File: src/rtl/seven_segment_scanner_if.sv
`default_nettype none
// ============================================================================
// Module   : seven_segment_scanner_if
// Brief    : Load handshake and display pins of the seven-segment scanner.
//            master = value producer / board side, slave = scanner.
// Revision : 1.0 - initial release
// ============================================================================
interface seven_segment_scanner_if;
  logic        en_i;
  logic        load_i;
  logic [15:0] value_i;
  logic [3:0]  dp_i;
  logic        ready_o;
  logic        frame_o;
  logic [3:0]  an_o;
  logic [6:0]  seg_o;
  logic        dp_o;

  modport master (
    output en_i, load_i, value_i, dp_i,
    input  ready_o, frame_o, an_o, seg_o, dp_o
  );

  modport slave (
    input  en_i, load_i, value_i, dp_i,
    output ready_o, frame_o, an_o, seg_o, dp_o
  );
endinterface
`default_nettype wire

File: src/rtl/seven_segment_scanner.sv
`default_nettype none
// ============================================================================
// Module   : seven_segment_scanner
// Brief    : Time-multiplexed 4-digit hex seven-segment driver. A new value is
//            staged in a pending register and copied to the display register
//            only at a frame boundary, so a frame never shows mixed values.
//            Optional: define SEVEN_SEGMENT_LZ_BLANK_EN to blank leading zeros
//            on digits 3..1.
// Revision : 1.0 - initial release
// ============================================================================
module seven_segment_scanner #(
  parameter int DIV = 25000
) (
  input  logic                   clk,
  input  logic                   rst,
  seven_segment_scanner_if.slave bus
);

  localparam logic [15:0] c_last = 16'(DIV - 1);

  logic [15:0] r_presc;
  logic [1:0]  r_index;
  logic        r_ready;
  logic        r_frame;
  logic [15:0] r_pend_val;
  logic [3:0]  r_pend_dp;
  logic [15:0] r_disp_val;
  logic [3:0]  r_disp_dp;
  logic [3:0]  r_an;
  logic [6:0]  r_seg;
  logic        r_dp;

  logic        w_tick;
  logic        w_boundary;
  logic        w_accept;
  logic [3:0]  w_nibble;
  logic        w_blank;
  logic [6:0]  w_seg;

  assign w_tick     = (r_presc == c_last);
  assign w_boundary = w_tick && (r_index == 2'd3);
  assign w_accept   = bus.load_i && r_ready;

  function automatic logic [6:0] f_decode(input logic [3:0] n);
    case (n)
      4'h0: f_decode = 7'h3F;
      4'h1: f_decode = 7'h06;
      4'h2: f_decode = 7'h5B;
      4'h3: f_decode = 7'h4F;
      4'h4: f_decode = 7'h66;
      4'h5: f_decode = 7'h6D;
      4'h6: f_decode = 7'h7D;
      4'h7: f_decode = 7'h07;
      4'h8: f_decode = 7'h7F;
      4'h9: f_decode = 7'h6F;
      4'hA: f_decode = 7'h77;
      4'hB: f_decode = 7'h7C;
      4'hC: f_decode = 7'h39;
      4'hD: f_decode = 7'h5E;
      4'hE: f_decode = 7'h79;
      default: f_decode = 7'h71;
    endcase
  endfunction

  // Select the nibble of the digit currently being scanned.
  always_comb begin
    w_nibble = r_disp_val[{r_index, 2'b00} +: 4];
  end

`ifdef SEVEN_SEGMENT_LZ_BLANK_EN
  // A digit is a leading zero when it and every higher nibble are zero.
  always_comb begin
    w_blank = 1'b0;
    case (r_index)
      2'd3:    w_blank = (r_disp_val[15:12] == 4'h0);
      2'd2:    w_blank = (r_disp_val[15:8] == 8'h00);
      2'd1:    w_blank = (r_disp_val[15:4] == 12'h000);
      default: w_blank = 1'b0;
    endcase
  end
`else
  assign w_blank = 1'b0;
`endif

  assign w_seg = w_blank ? 7'h00 : f_decode(w_nibble);

  // Prescaler and digit index: one digit slot every DIV cycles.
  always_ff @(posedge clk or posedge rst) begin
    if (rst) begin
      r_presc <= 16'd0;
      r_index <= 2'd0;
    end else if (w_tick) begin
      r_presc <= 16'd0;
      r_index <= r_index + 2'd1;
    end else begin
      r_presc <= r_presc + 16'd1;
    end
  end

  // Load handshake: capture when ready, hand over at the next frame boundary.
  // A load accepted in the boundary cycle sees ready high, so the transfer
  // branch cannot fire until the following boundary.
  always_ff @(posedge clk or posedge rst) begin
    if (rst) begin
      r_ready    <= 1'b1;
      r_pend_val <= 16'h0000;
      r_pend_dp  <= 4'h0;
      r_disp_val <= 16'h0000;
      r_disp_dp  <= 4'h0;
    end else if (w_accept) begin
      r_pend_val <= bus.value_i;
      r_pend_dp  <= bus.dp_i;
      r_ready    <= 1'b0;
    end else if (!r_ready && w_boundary) begin
      r_disp_val <= r_pend_val;
      r_disp_dp  <= r_pend_dp;
      r_ready    <= 1'b1;
    end
  end

  // Registered display outputs, blanked while the display is disabled.
  always_ff @(posedge clk or posedge rst) begin
    if (rst) begin
      r_frame <= 1'b0;
      r_an    <= 4'h0;
      r_seg   <= 7'h00;
      r_dp    <= 1'b0;
    end else begin
      r_frame <= w_boundary;
      if (bus.en_i) begin
        r_an  <= 4'b0001 << r_index;
        r_seg <= w_seg;
        r_dp  <= r_disp_dp[r_index];
      end else begin
        r_an  <= 4'h0;
        r_seg <= 7'h00;
        r_dp  <= 1'b0;
      end
    end
  end

  assign bus.ready_o = r_ready;
  assign bus.frame_o = r_frame;
  assign bus.an_o    = r_an;
  assign bus.seg_o   = r_seg;
  assign bus.dp_o    = r_dp;

endmodule
`default_nettype wire

File: src/flat_wrapper.sv
// flat-port wrapper written by rule: the top's interface ports become plain ports
module seven_segment_scanner_flat 
#(
  parameter int DIV = 25000
)
  (clk, rst, bus_en_i, bus_load_i, bus_value_i, bus_dp_i, bus_ready_o, bus_frame_o, bus_an_o, bus_seg_o, bus_dp_o);
  seven_segment_scanner_if bus_i ();
  input  logic clk;
  input  logic rst;
  input wire logic [$bits(bus_i.en_i)-1:0] bus_en_i;
  input wire logic [$bits(bus_i.load_i)-1:0] bus_load_i;
  input wire logic [$bits(bus_i.value_i)-1:0] bus_value_i;
  input wire logic [$bits(bus_i.dp_i)-1:0] bus_dp_i;
  output wire logic [$bits(bus_i.ready_o)-1:0] bus_ready_o;
  output wire logic [$bits(bus_i.frame_o)-1:0] bus_frame_o;
  output wire logic [$bits(bus_i.an_o)-1:0] bus_an_o;
  output wire logic [$bits(bus_i.seg_o)-1:0] bus_seg_o;
  output wire logic [$bits(bus_i.dp_o)-1:0] bus_dp_o;
  assign bus_i.en_i = bus_en_i;
  assign bus_i.load_i = bus_load_i;
  assign bus_i.value_i = bus_value_i;
  assign bus_i.dp_i = bus_dp_i;
  assign bus_ready_o = bus_i.ready_o;
  assign bus_frame_o = bus_i.frame_o;
  assign bus_an_o = bus_i.an_o;
  assign bus_seg_o = bus_i.seg_o;
  assign bus_dp_o = bus_i.dp_o;
  seven_segment_scanner #(.DIV(DIV)) u_core (.clk(clk), .rst(rst), .bus(bus_i));
endmodule
File: config.mk
export PLATFORM = sky130hd
export DESIGN_NAME = seven_segment_scanner_flat
export DESIGN_NICKNAME = d
export VERILOG_FILES = /design/src/rtl/seven_segment_scanner_if.sv /design/src/rtl/seven_segment_scanner.sv /design/src/flat_wrapper.sv
export SDC_FILE = /design/constraint.sdc
export NUM_CORES = 1
export LEC_CHECK = 0
export ABC_AREA = 1
export CORE_MARGIN = 2
export CORE_UTILIZATION = 35
export DETAILED_ROUTE_END_ITERATION = 12
export SKIP_CTS_REPAIR_TIMING = 1
export SYNTH_ARGS = -nofsm -noshare
export SYNTH_HDL_FRONTEND = slang
export SYNTH_SLANG_ARGS = --single-unit
export TNS_END_PERCENT = 5
File: constraint.sdc
create_clock -name clk -period 2.29 [get_ports clk]
set_input_delay 0.229 -clock clk [delete_from_list [all_inputs] [get_ports clk]]
set_output_delay 0.229 -clock clk [all_outputs]
set_load 0.03 [all_outputs]
**Yosys cells after proc, flatten, opt, wreduce, memory -nomap -nowiden**

Memory sizes are Yosys's and may differ from the RTL's.
Cells that the tools add are included.

- Bits in registers: 72
- Latch bits: 0
- RAM bits: 0
- Memory bits (read-only): 112
- Input port bits: 24
- Word-level logic and storage cells: 34
- Memories kept: 1

- Add/subtract/negate cells: 2
- Multipliers: 0
- Divide/modulo/power cells: 0
- Magnitude comparators: 1
- Eq/ne operators: 2
- Shift-type cells: 2
- Muxes and demuxes: 8
- Bitwise logic cells: 1
- Reductions and logical operators: 6

Memory list:

| memory | words | width | rd ports | clocked after Yosys merged registers in | wr ports | line | text |
|---|---|---|---|---|---|---|---|
| (name not given) | 16 | 7 | 1 | 0 | 0 | seven_segment_scanner.sv:45 | `case (n)` |

Operators with widths:

| kind | number |
|---|---|
| 16-bit by 1-bit adder with 16-bit output, second input constant | 1 |
| 16-bit by 15-bit equality test with 1-bit output, second input constant | 1 |
| 16-bit two-way mux | 1 |
| 16-bit by 5-bit variable part select with 4-bit output | 1 |
| 7-bit two-way mux | 1 |
| 1-bit two-way mux | 4 |
| 4-bit two-way mux | 1 |
| 1-bit by 2-bit left shift with 4-bit output, first input constant | 1 |
| 1-bit logical AND | 3 |
| 2-bit by 3-bit less-than comparator with 1-bit output, second input constant | 1 |
| 2-bit by 1-bit adder with 2-bit output, second input constant | 1 |
| 1-bit binary-select mux with 2-bit select | 1 |
| 2-bit equality test, second input constant | 1 |
| 2-bit AND reduction | 1 |
| 2-bit nonzero test | 1 |
| 1-bit logical NOT | 1 |
| 1-bit inverter | 1 |

**Logic depth before layout (Yosys ltp)**

Gate-level depths: netlist of the first run.

- Depth in word-level cells: 5
- Depth in mapped cells: 12
- Mapped depth without buffers: 11

**Least setup slack after synthesis of the first run**

Ideal clock, no wire load.

- Path kind: reg2reg
- Start: register u_core.r_index[0]
- End: register u_core.r_seg[1], in the netlist u_core.bus.seg_o[1]
- Setup time: 0.121 ns
- Data arrival time: 1.484 ns
- Data required time: 2.169 ns
- Slack: 0.685 ns
- Cell stages (with the launch flop): 10
- Path buffers: 1
- Period minus slack after synthesis: 1.605 ns
- Cell sequence: dfrtp_1 inv_1 buf_2 nand2_1 nand3_1 nand2_1 ha_1 nand3_1 o21ai_0 nor2_1

- Word-level cells in the longest chain between the ends: 3

Ends and longest elaborated chain:

| item | line | text |
|---|---|---|
| from (decl) | seven_segment_scanner.sv:22 | `logic [1:0] r_index;` |
| from (signal assigned) | seven_segment_scanner.sv:94 | `r_index <= r_index + 2'd1;` |
| 16-bit by 5-bit variable part select with 4-bit output | seven_segment_scanner.sv:67 | `w_nibble = r_disp_val[{r_index, 2'b00} +: 4];` |
| memory 16 x 7 bit | n/a |  |
| 7-bit two-way mux | seven_segment_scanner.sv:130 | `if (bus.en_i) begin` |
| to (signal assigned) | seven_segment_scanner.sv:132 | `r_seg <= w_seg;` |
| to (decl) | seven_segment_scanner.sv:30 | `logic [6:0] r_seg;` |

No other way between the ends.
A chain may end at the register's enable or synchronous reset.

**Worst setup path in the final report of the first run**

- Start: register u_core.r_index[0]
- End: register u_core.r_seg[3], in the netlist u_core.bus.seg_o[3]

Same word-level chain as after synthesis.

==> results of run 1 <==
-- cells in the mapped netlist, drive strengths merged --
cell type  instances  share of area
nand4             25          0.049
nand3             22          0.031
clkbuf             5         0.0053
ha                11          0.039
xor2               6          0.015
dfrtp             71           0.50
mux2              20          0.064
nor2b              1         0.0018
buf                9          0.020
nand2            119           0.13
nor2              45          0.057
nor3               6         0.0099
o21ai             10          0.014
and3               1         0.0018
dfstp              1         0.0075
nor4               1         0.0018
clkinv             1         0.0011
inv               36          0.039
a21oi              4         0.0057
a21boi             1         0.0021
-- per-layer routing --
metal,share of wire,up-vias
met3,0.033,8
met5,0,-
met2,0.43,56
li1,-,1353
met4,0.014,0
met1,0.52,1236
-- power by group --
part           total, mW  switching [mW]  internal [mW]
Clock              0.917           0.515          0.402
Combinational      0.139          0.0588         0.0800
Sequential          1.34          0.0240           1.32
-- how the worst max path moves through the flow --
stage                             startpoint                   to  slack (ns)  cells past startpoint
after global placement     u_core.r_index[0]  u_core.bus.seg_o[3]        0.57                      9
after floorplan                          rst   u_core.bus.an_o[0]        0.24                      1
after CTS                 u_core.bus.ready_o          bus_ready_o        0.45                      1
after detailed placement   u_core.r_index[0]  u_core.bus.seg_o[3]        0.50                      9
final                      u_core.r_index[0]  u_core.bus.seg_o[3]        0.48                      9
after global routing       u_core.r_index[0]  u_core.bus.seg_o[0]        0.24                     11
-- worst max-delay path, stage by stage (launching register included) --
cell and delay [ns]:
dfrtp_1 0.39, inv_1 0.28, nand2_1 0.10, nand3_1 0.08
nand2_1 0.14, inv_1 0.15, ha_1 0.19, nand3_1 0.14
a21oi_1 0.18, nor2_1 0.06
-- stage by stage --
| stage | setup slack [ns] | util |
|---|---|---|
| after floorplan | 0.238 | - |
| after global placement | 0.570 | 0.411 |
| after detailed placement | 0.498 | 0.411 |
| after CTS | 0.453 | 0.429 |
| after global routing | 0.236 | 0.429 |
| final | 0.476 | 0.429 |
-- flip-flops by register name, summed over array words and instances, names as in the netlist --
name and cells:
u_core.r_disp_val 16, u_core.r_disp_dp 4, u_core.bus.seg_o 7, u_core.r_pend_val 16, u_core.bus.an_o 4, u_core.bus.ready_o 1
u_core.bus.dp_o 1, u_core.r_presc 16, u_core.bus.frame_o 1, u_core.r_pend_dp 4, u_core.r_index 2
-- kinds of logic (layout without fill, tap and decap cells) --
kind of cell / after synthesis / count (layout) / share of synthesized area
AO/OA/AOI/OAI: 15 / 15 / 0.0220
XOR/XNOR: 6 / 6 / 0.0149
adder cells (fa/ha/maj): 11 / 11 / 0.0391
buffers and inverters: 51 / 95 / 0.0654
flip-flops: 72 / 72 / 0.512
multiplexers: 20 / 20 / 0.0639
AND/OR/NAND/NOR: 220 / 220 / 0.283
-- layout make-up --
cell class | count | area, µm² | area share
clock buffers | 9 | 124 | 0.0295
clock inverters | 7 | 53.8 | 0.0128
inverters | 37 | 141 | 0.0337
multi-input cells | 272 | 1490 | 0.355
flip-flops and latches | 72 | 1800 | 0.430
well taps | 133 | 166 | 0.0396
repair buffers | 42 | 420 | 0.100
==> results.sh, run 1 <==
export IMPL_clkLatencyLatePin_ns=0.35
export IMPL_vias_per_cell=4.64
export IMPL_fin_skew_ns=0.0122
export IMPL_gp_congestion=0.850
export IMPL_grt_antenna_before_repair=0
export IMPL_clkSinkCount=72
export IMPL_grt_met3_usage=0.0288
export IMPL_slew_headroom=0.610
export IMPL_setup_viol=0
export IMPL_die_h_um=104
export IMPL_hold_class="in2async"
export IMPL_seq_area_frac_synth=0.512
export IMPL_drt_iter0_markers=110
export IMPL_syn_to_final_growth_pct=19.2
export IMPL_top_usage_layer="met2"
export IMPL_design_area_um2=4200
export IMPL_wire_per_inst_um=11.9
export IMPL_synth_avg_cell_area_um2=8.92
export IMPL_core_um2=9770
export IMPL_grt_max_degree=73
export IMPL_fp_dieArea_um2=10900
export IMPL_cts_tree="done"
export IMPL_reg2reg_depth=9
export IMPL_dp_cells=556
export IMPL_power_density_nw_per_um2=571
export IMPL_setup_tns_ns=0
export IMPL_dpl_cell_area_um2=4020
export IMPL_num_vias=2653
export IMPL_fin_nets=469
export IMPL_slew_viol_final=0
export IMPL_crit_path_end_kind="flop"
export IMPL_crit_required_ns=2.54
export IMPL_r2r_end="u_core.bus.seg_o[3]"
export IMPL_grt_usage=0.133
export IMPL_drt_wl_total_um=6810
export IMPL_regToRegStartpoint="u_core.r_index[0]"
export IMPL_grt_first_pass_wirelength_um=11800
export IMPL_yosysWarnings=0
export IMPL_core_rowCount=36
export IMPL_fmax_mhz=551
export IMPL_whs_ns=0.293
export IMPL_dpl_hpwl_um=4910
export IMPL_r2r_slack_ns=0.48
export IMPL_status="complete, no violations"
export IMPL_fin_crit_sh=0.792
export IMPL_numPortBuffers=37
export IMPL_ioPinCount=38
export IMPL_vdd_ir_drop_max_mv=0.317
export IMPL_clockBufferDepth=2
export IMPL_cts_made_buffers=9
export IMPL_mostFrequentLayoutCells="nand2_1 (114), dfrtp_1 (71), nor2_1 (38), clkdlybuf4s50_1 (37), inv_1 (33)"
export IMPL_worst_pin_slew_ns=0.584
export IMPL_arrival_ns=2.06
export IMPL_num_antenna_cells=0
export IMPL_synthCells=395
export IMPL_synth_seq_cells=72
export IMPL_rsz0062_at_grt="no"
export IMPL_drt_pass1_iter_count=4
export IMPL_power_mw=2.40
export IMPL_fill_cells=1005
export IMPL_overflow=0
export IMPL_grt_pass1_vias=2543
export IMPL_die_x_um=104
export IMPL_syn_cell_area_um2=3520
export IMPL_cts_root_buf="clkbuf_8"
export IMPL_crit_fanout=13
export IMPL_use_met1=0.187
export IMPL_initial_core_util=0.360
export IMPL_cts_htree_levels=3
export IMPL_leakage_nw=2.04
export IMPL_finalHoldViolations=0
export IMPL_detail_route_antenna_nets=0
export IMPL_path_clk_slew_ns=0.09
export IMPL_remaining_drc_errors=0
export IMPL_path_class="reg2reg"
export IMPL_cp_start_kind="flop"
export IMPL_synth_nets=430
export IMPL_finalNonFillerCells=572
export IMPL_drv_cap=0
export IMPL_drive_gt1_frac=0.134
export IMPL_layout_commonest_cell="nand2_1"
export IMPL_grt_use_met2=0.203
export IMPL_ys_types=28
export IMPL_period_needed_ns=1.81
No activity file was read; power rests on OpenSTA's default activity.
==> inputs of run 2 (changes only) <==
==> constraint.sdc (replaced) <==
create_clock -name clk -period 1.61 [get_ports clk]
set_input_delay 0.161 -clock clk [delete_from_list [all_inputs] [get_ports clk]]
set_output_delay 0.161 -clock clk [all_outputs]
set_load 0.03 [all_outputs]
==> results.sh, run 2 (synthesis gave the netlist of run 1 again) <==
export IMPL_grt_usage=0.143
export IMPL_cts_htree_levels=3
export IMPL_whs_ns=0.161
export IMPL_violations="negative setup slack"
export IMPL_setup_tns_ns=-0.0182
export IMPL_fp_dieArea_um2=10900
export IMPL_cts_tree="done"
export IMPL_reg2reg_depth=8
export IMPL_vias_per_cell=4.62
export IMPL_period_needed_ns=1.62
export IMPL_grt_first_pass_wirelength_um=12700
export IMPL_path_class="reg2reg"
export IMPL_clkSinkCount=72
export IMPL_vdd_ir_drop_max_mv=0.442
export IMPL_numPortBuffers=37
export IMPL_crit_fanout=21
export IMPL_crit_chain="ha_2 > nand2_2 > nor2_4 > inv_1 > nor2_4 > nand4_4 > nand2_1 > nand2_1"
export IMPL_clockBufferDepth=2
export IMPL_leakage_nw=2.13
export IMPL_cp_start_kind="flop"
export IMPL_overflow=0
export IMPL_reg_top3="u_core.r_disp_val x16, u_core.r_pend_val x16, u_core.r_presc x16"
export IMPL_crit_required_ns=1.85
export IMPL_path_clk_slew_ns=0.09
export IMPL_clkLatencyLatePin_ns=0.35
export IMPL_remaining_drc_errors=0
export IMPL_fmax_mhz=619
export IMPL_mostFrequentLayoutCells="nand2_1 (111), dfrtp_1 (71), nor2_1 (38), clkdlybuf4s50_1 (36), inv_1 (30)"
export IMPL_dpl_hpwl_um=5260
export IMPL_die_x_um=104
export IMPL_num_antenna_cells=0
export IMPL_rsz0062_at_grt="yes"
export IMPL_layout_commonest_cell="nand2_1"
export IMPL_grt_antenna_before_repair=0
export IMPL_wire_per_inst_um=12.4
export IMPL_hold_class="in2async"
export IMPL_initial_core_util=0.360
export IMPL_fin_skew_ns=0.0150
export IMPL_cts_made_buffers=9
export IMPL_num_vias=2678
export IMPL_fin_nets=477
export IMPL_finalHoldViolations=0
export IMPL_fill_cells=992
export IMPL_post_place_ws_ns=-0.0988
export IMPL_dp_cells=564
export IMPL_critPathSlowestCell="dfrtp_1"
export IMPL_fin_crit_sh=1.00
export IMPL_core_rowCount=36
export IMPL_drt_iter0_markers=59
export IMPL_detail_route_antenna_nets=0
export IMPL_critPathMaxStageDelay_ns=0.38
export IMPL_crit_path_end_kind="flop"
export IMPL_die_h_um=104
export IMPL_setup_viol=4
export IMPL_worst_pin_slew_ns=0.436
export IMPL_syn_to_final_growth_pct=24.4
export IMPL_drv_cap=0
export IMPL_gp_congestion=0.847
export IMPL_multiInputGateArea_um2=1530
export IMPL_regArea_um2=1800
export IMPL_utilization=0.448
export IMPL_drt_pass1_iter_count=4
export IMPL_slew_viol_final=0
export IMPL_setup_ws_ns=-0.00596
export IMPL_status="finished, violations left"
export IMPL_cts_root_buf="clkbuf_8"
export IMPL_ioPinCount=38
export IMPL_slew_headroom=0.709
export IMPL_core_um2=9770
export IMPL_arrival_ns=1.86
export IMPL_power_density_nw_per_um2=831
export IMPL_drive_gt1_frac=0.174
export IMPL_finalNonFillerCells=580
export IMPL_grt_max_degree=30
export IMPL_drt_wl_total_um=7190
export IMPL_grt_pass1_vias=2728
==> run 2: changes by cell type in the layout (fill, tap and decap cells not counted), sizes merged <==
cell	previous run	this run
clkinvlp	3	2
clkdlybuf4s50	37	36
buf	5	13
bufinv	0	1
dlymetal6s2s	0	1
clkinv	2	1
inv	39	40
==> run 2: worst paths after layout <==
check,start,to,slack (ns)
max in group asynchronous,rst,u_core.bus.an_o[3],0.98
min in group clk,bus_load_i,u_core.bus.ready_o,0.39
setup / recovery,u_core.r_presc[0],u_core.r_disp_val[4],-0.006
setup reg to reg,u_core.r_presc[0],u_core.r_disp_val[4],-0.006
hold reg to reg,u_core.r_presc[0],u_core.r_presc[0],0.48
hold / removal,rst,u_core.r_pend_val[6],0.16
==> run 2: layout make-up <==
| cell class | instances | area share |
|---|---|---|
| clock buffers | 9 | 0.0283 |
| clock inverters | 7 | 0.0191 |
| inverters | 37 | 0.0331 |
| multi-input cells | 272 | 0.350 |
| flip-flops and latches | 72 | 0.412 |
| well taps | 133 | 0.0380 |
| repair buffers | 50 | 0.120 |
==> run 2: report_power, final <==
| group | leakage, nW | switching [mW] | internal (mW) | total (mW) |
|---|---|---|---|---|
| clock | 0.103 | 0.781 | 0.749 | 1.53 |
| sequential | 0.940 | 0.0340 | 1.87 | 1.91 |
| combinational | 1.08 | 0.0857 | 0.119 | 0.204 |
| total | 2.13 | 0.900 | 2.74 | 3.64 |
==> run 2: per-layer routing <==
metal	vias to the layer above	routed length (µm)	track usage
li1	1363	-	-
met1	1260	3540	0.192
met2	49	3320	0.225
met3	6	254	0.0357
met4	0	76	0.0463
met5	-	0	0
==> run 2: through the flow <==
step                      area, µm²  power [mW]
after detailed placement       4120        2.16
after global routing           4380        3.80
after CTS                      4330        3.69
after global placement         4120        2.15
after floorplan                3530        2.04
final                          4380        3.64
==> run 2: critical path: cells and delay by family (launching register included) <==
| family | cells | cell delay, ns |
|---|---|---|
| flops | 1 | 0.38 |
| simple gates | 6 | 0.83 |
| buf+inv | 1 | 0.07 |
| fa+ha+maj | 1 | 0.21 |
==> inputs of run 3 (changes only) <==
--- a/config.mk
+++ b/config.mk
@@ -9,6 +9,7 @@
 export CORE_MARGIN = 2
 export CORE_UTILIZATION = 35
 export DETAILED_ROUTE_END_ITERATION = 12
+export REMOVE_ABC_BUFFERS = 1
 export SKIP_CTS_REPAIR_TIMING = 1
 export SYNTH_ARGS = -nofsm -noshare
 export SYNTH_HDL_FRONTEND = slang
==> results.sh, run 3 (synthesis gave the netlist of run 1 again) <==
export IMPL_initial_core_util=0.360
export IMPL_die_x_um=104
export IMPL_cts_htree_levels=3
export IMPL_reg_top3="u_core.r_disp_val x16, u_core.r_pend_val x16, u_core.r_presc x16"
export IMPL_num_antenna_cells=0
export IMPL_cts_made_buffers=9
export IMPL_drt_pass1_iter_count=4
export IMPL_grt_max_degree=73
export IMPL_crit_required_ns=1.84
export IMPL_power_mw=3.42
export IMPL_slew_headroom=0.734
export IMPL_drive_gt1_frac=0.170
export IMPL_core_rowCount=36
export IMPL_dpl_hpwl_um=4940
export IMPL_p_switching_mw=0.860
export IMPL_path_clk_slew_ns=0.09
export IMPL_design_area_um2=4310
export IMPL_grt_pass1_vias=2609
export IMPL_wire_per_inst_um=11.9
export IMPL_fin_skew_ns=0.0138
export IMPL_dpl_cell_area_um2=4110
export IMPL_fmax_mhz=623
export IMPL_drt_wl_total_um=6890
export IMPL_remaining_drc_errors=0
export IMPL_detail_route_antenna_nets=0
export IMPL_utilization=0.441
export IMPL_worst_pin_slew_ns=0.397
export IMPL_fin_crit_sh=0.996
export IMPL_grt_usage=0.137
export IMPL_status="complete, no violations"
export IMPL_syn_to_final_growth_pct=22.3
export IMPL_cts_root_buf="clkbuf_8"
export IMPL_crit_fanout=21
export IMPL_power_density_nw_per_um2=794
export IMPL_slew_viol_final=0
export IMPL_finalHoldViolations=0
export IMPL_vdd_ir_drop_max_mv=0.436
export IMPL_overflow=0
export IMPL_core_um2=9770
export IMPL_p_int_mw=2.56
export IMPL_gp_congestion=0.820
export IMPL_drv_cap=0
export IMPL_ioPinCount=38
export IMPL_cts_tree="done"
export IMPL_cp_start_kind="flop"
export IMPL_crit_path_end_kind="flop"
export IMPL_layout_commonest_cell="nand2_1"
export IMPL_num_vias=2653
export IMPL_fp_dieArea_um2=10900
export IMPL_arrival_ns=1.84
export IMPL_setup_viol=0
export IMPL_seqPwrFrac=0.557
export IMPL_sw_frac_of_total=0.251
export IMPL_die_h_um=104
export IMPL_whs_ns=0.201
export IMPL_path_class="reg2reg"
export IMPL_clkPwrFrac=0.384
export IMPL_leakage_nw=2.10
export IMPL_hold_class="in2async"
export IMPL_fin_nets=477
export IMPL_clkLatencyLatePin_ns=0.34
export IMPL_grt_antenna_before_repair=0
export IMPL_setup_tns_ns=0
export IMPL_vias_per_cell=4.57
export IMPL_rsz0062_at_grt="yes"
export IMPL_period_needed_ns=1.60
export IMPL_numPortBuffers=37
export IMPL_combinationalPowerShare=0.058
export IMPL_mostFrequentLayoutCells="nand2_1 (113), dfrtp_1 (69), nor2_1 (38), clkdlybuf4s50_1 (36), inv_1 (31)"
export IMPL_drt_iter0_markers=120
export IMPL_clockBufferDepth=2
export IMPL_clkSinkCount=72
export IMPL_grt_first_pass_wirelength_um=12200
run 3: changes by cell type in the layout (fill, tap and decap cells not counted), moves of 2 or more:
| cell | change |
|---|---|
| dfrtp_1 | -2 |
| clkinv_4 | +2 |
| nand2_1 | +2 |
| dfrtp_2 | +2 |
| inv_6 | -2 |
| buf_4 | +2 |
run 3: power by group through the flow:
stage                     clock network (mW)  registers [mW]  logic, mW
final                                   1.31            1.91      0.199
after global routing                    1.44            1.91      0.222
after CTS                               1.36            1.91      0.207
after detailed placement                   0            1.94      0.206
after global placement                     0            1.94      0.201
after floorplan                            0            1.95     0.0847
run 3: area by class of cell:
cell class / count / area [µm²]
tap: 133 / 166
fill: 967 / 5470
inverter: 37 / 144
timing repair buffer: 50 / 508
clock buffer: 9 / 124
clock inverter: 7 / 55.1
multi-input combinational: 272 / 1500
sequential: 72 / 1810
run 3: worst paths after layout:
kind                                      start                     to  slack, ns  depth (start not counted)
setup / recovery              u_core.r_index[0]  u_core.r_disp_val[11]      0.006                          5
hold / removal                              rst     u_core.bus.an_o[0]       0.20                          3
setup reg to reg              u_core.r_index[0]  u_core.r_disp_val[11]      0.006                          5
hold reg to reg            u_core.r_disp_val[7]   u_core.r_disp_val[7]       0.49                          2
max in group asynchronous                   rst     u_core.bus.ready_o       1.06                          3
min in group clk                     bus_load_i     u_core.bus.ready_o       0.39                          2
run 3: routing by layer:
metal / part of all wire / wire [µm] / track usage / vias to the layer above
met3: 0.045 / 311 / 0.0326 / 5
met2: 0.44 / 3030 / 0.216 / 55
met5: 0 / 0 / 0 / -
li1: - / - / - / 1371
met4: 0.011 / 75 / 0.0376 / 0
met1: 0.50 / 3470 / 0.189 / 1222
run 3: through the flow:
stage          worst slack [ns]  cells
3_5_place_dp            -0.0712    564
3_3_place_gp             0.0436    564
2_1_floorplan            -0.374    381
5_1_grt                  -0.134    580
6_report                0.00609    580
4_1_cts                  -0.133    580
run 3: critical path, cell delays in order (launching register included):
cell	delay [ns]
dfrtp_2	0.45
buf_4	0.17
ha_1	0.33
nand4_4	0.32
nand2_1	0.16
nand2_1	0.06
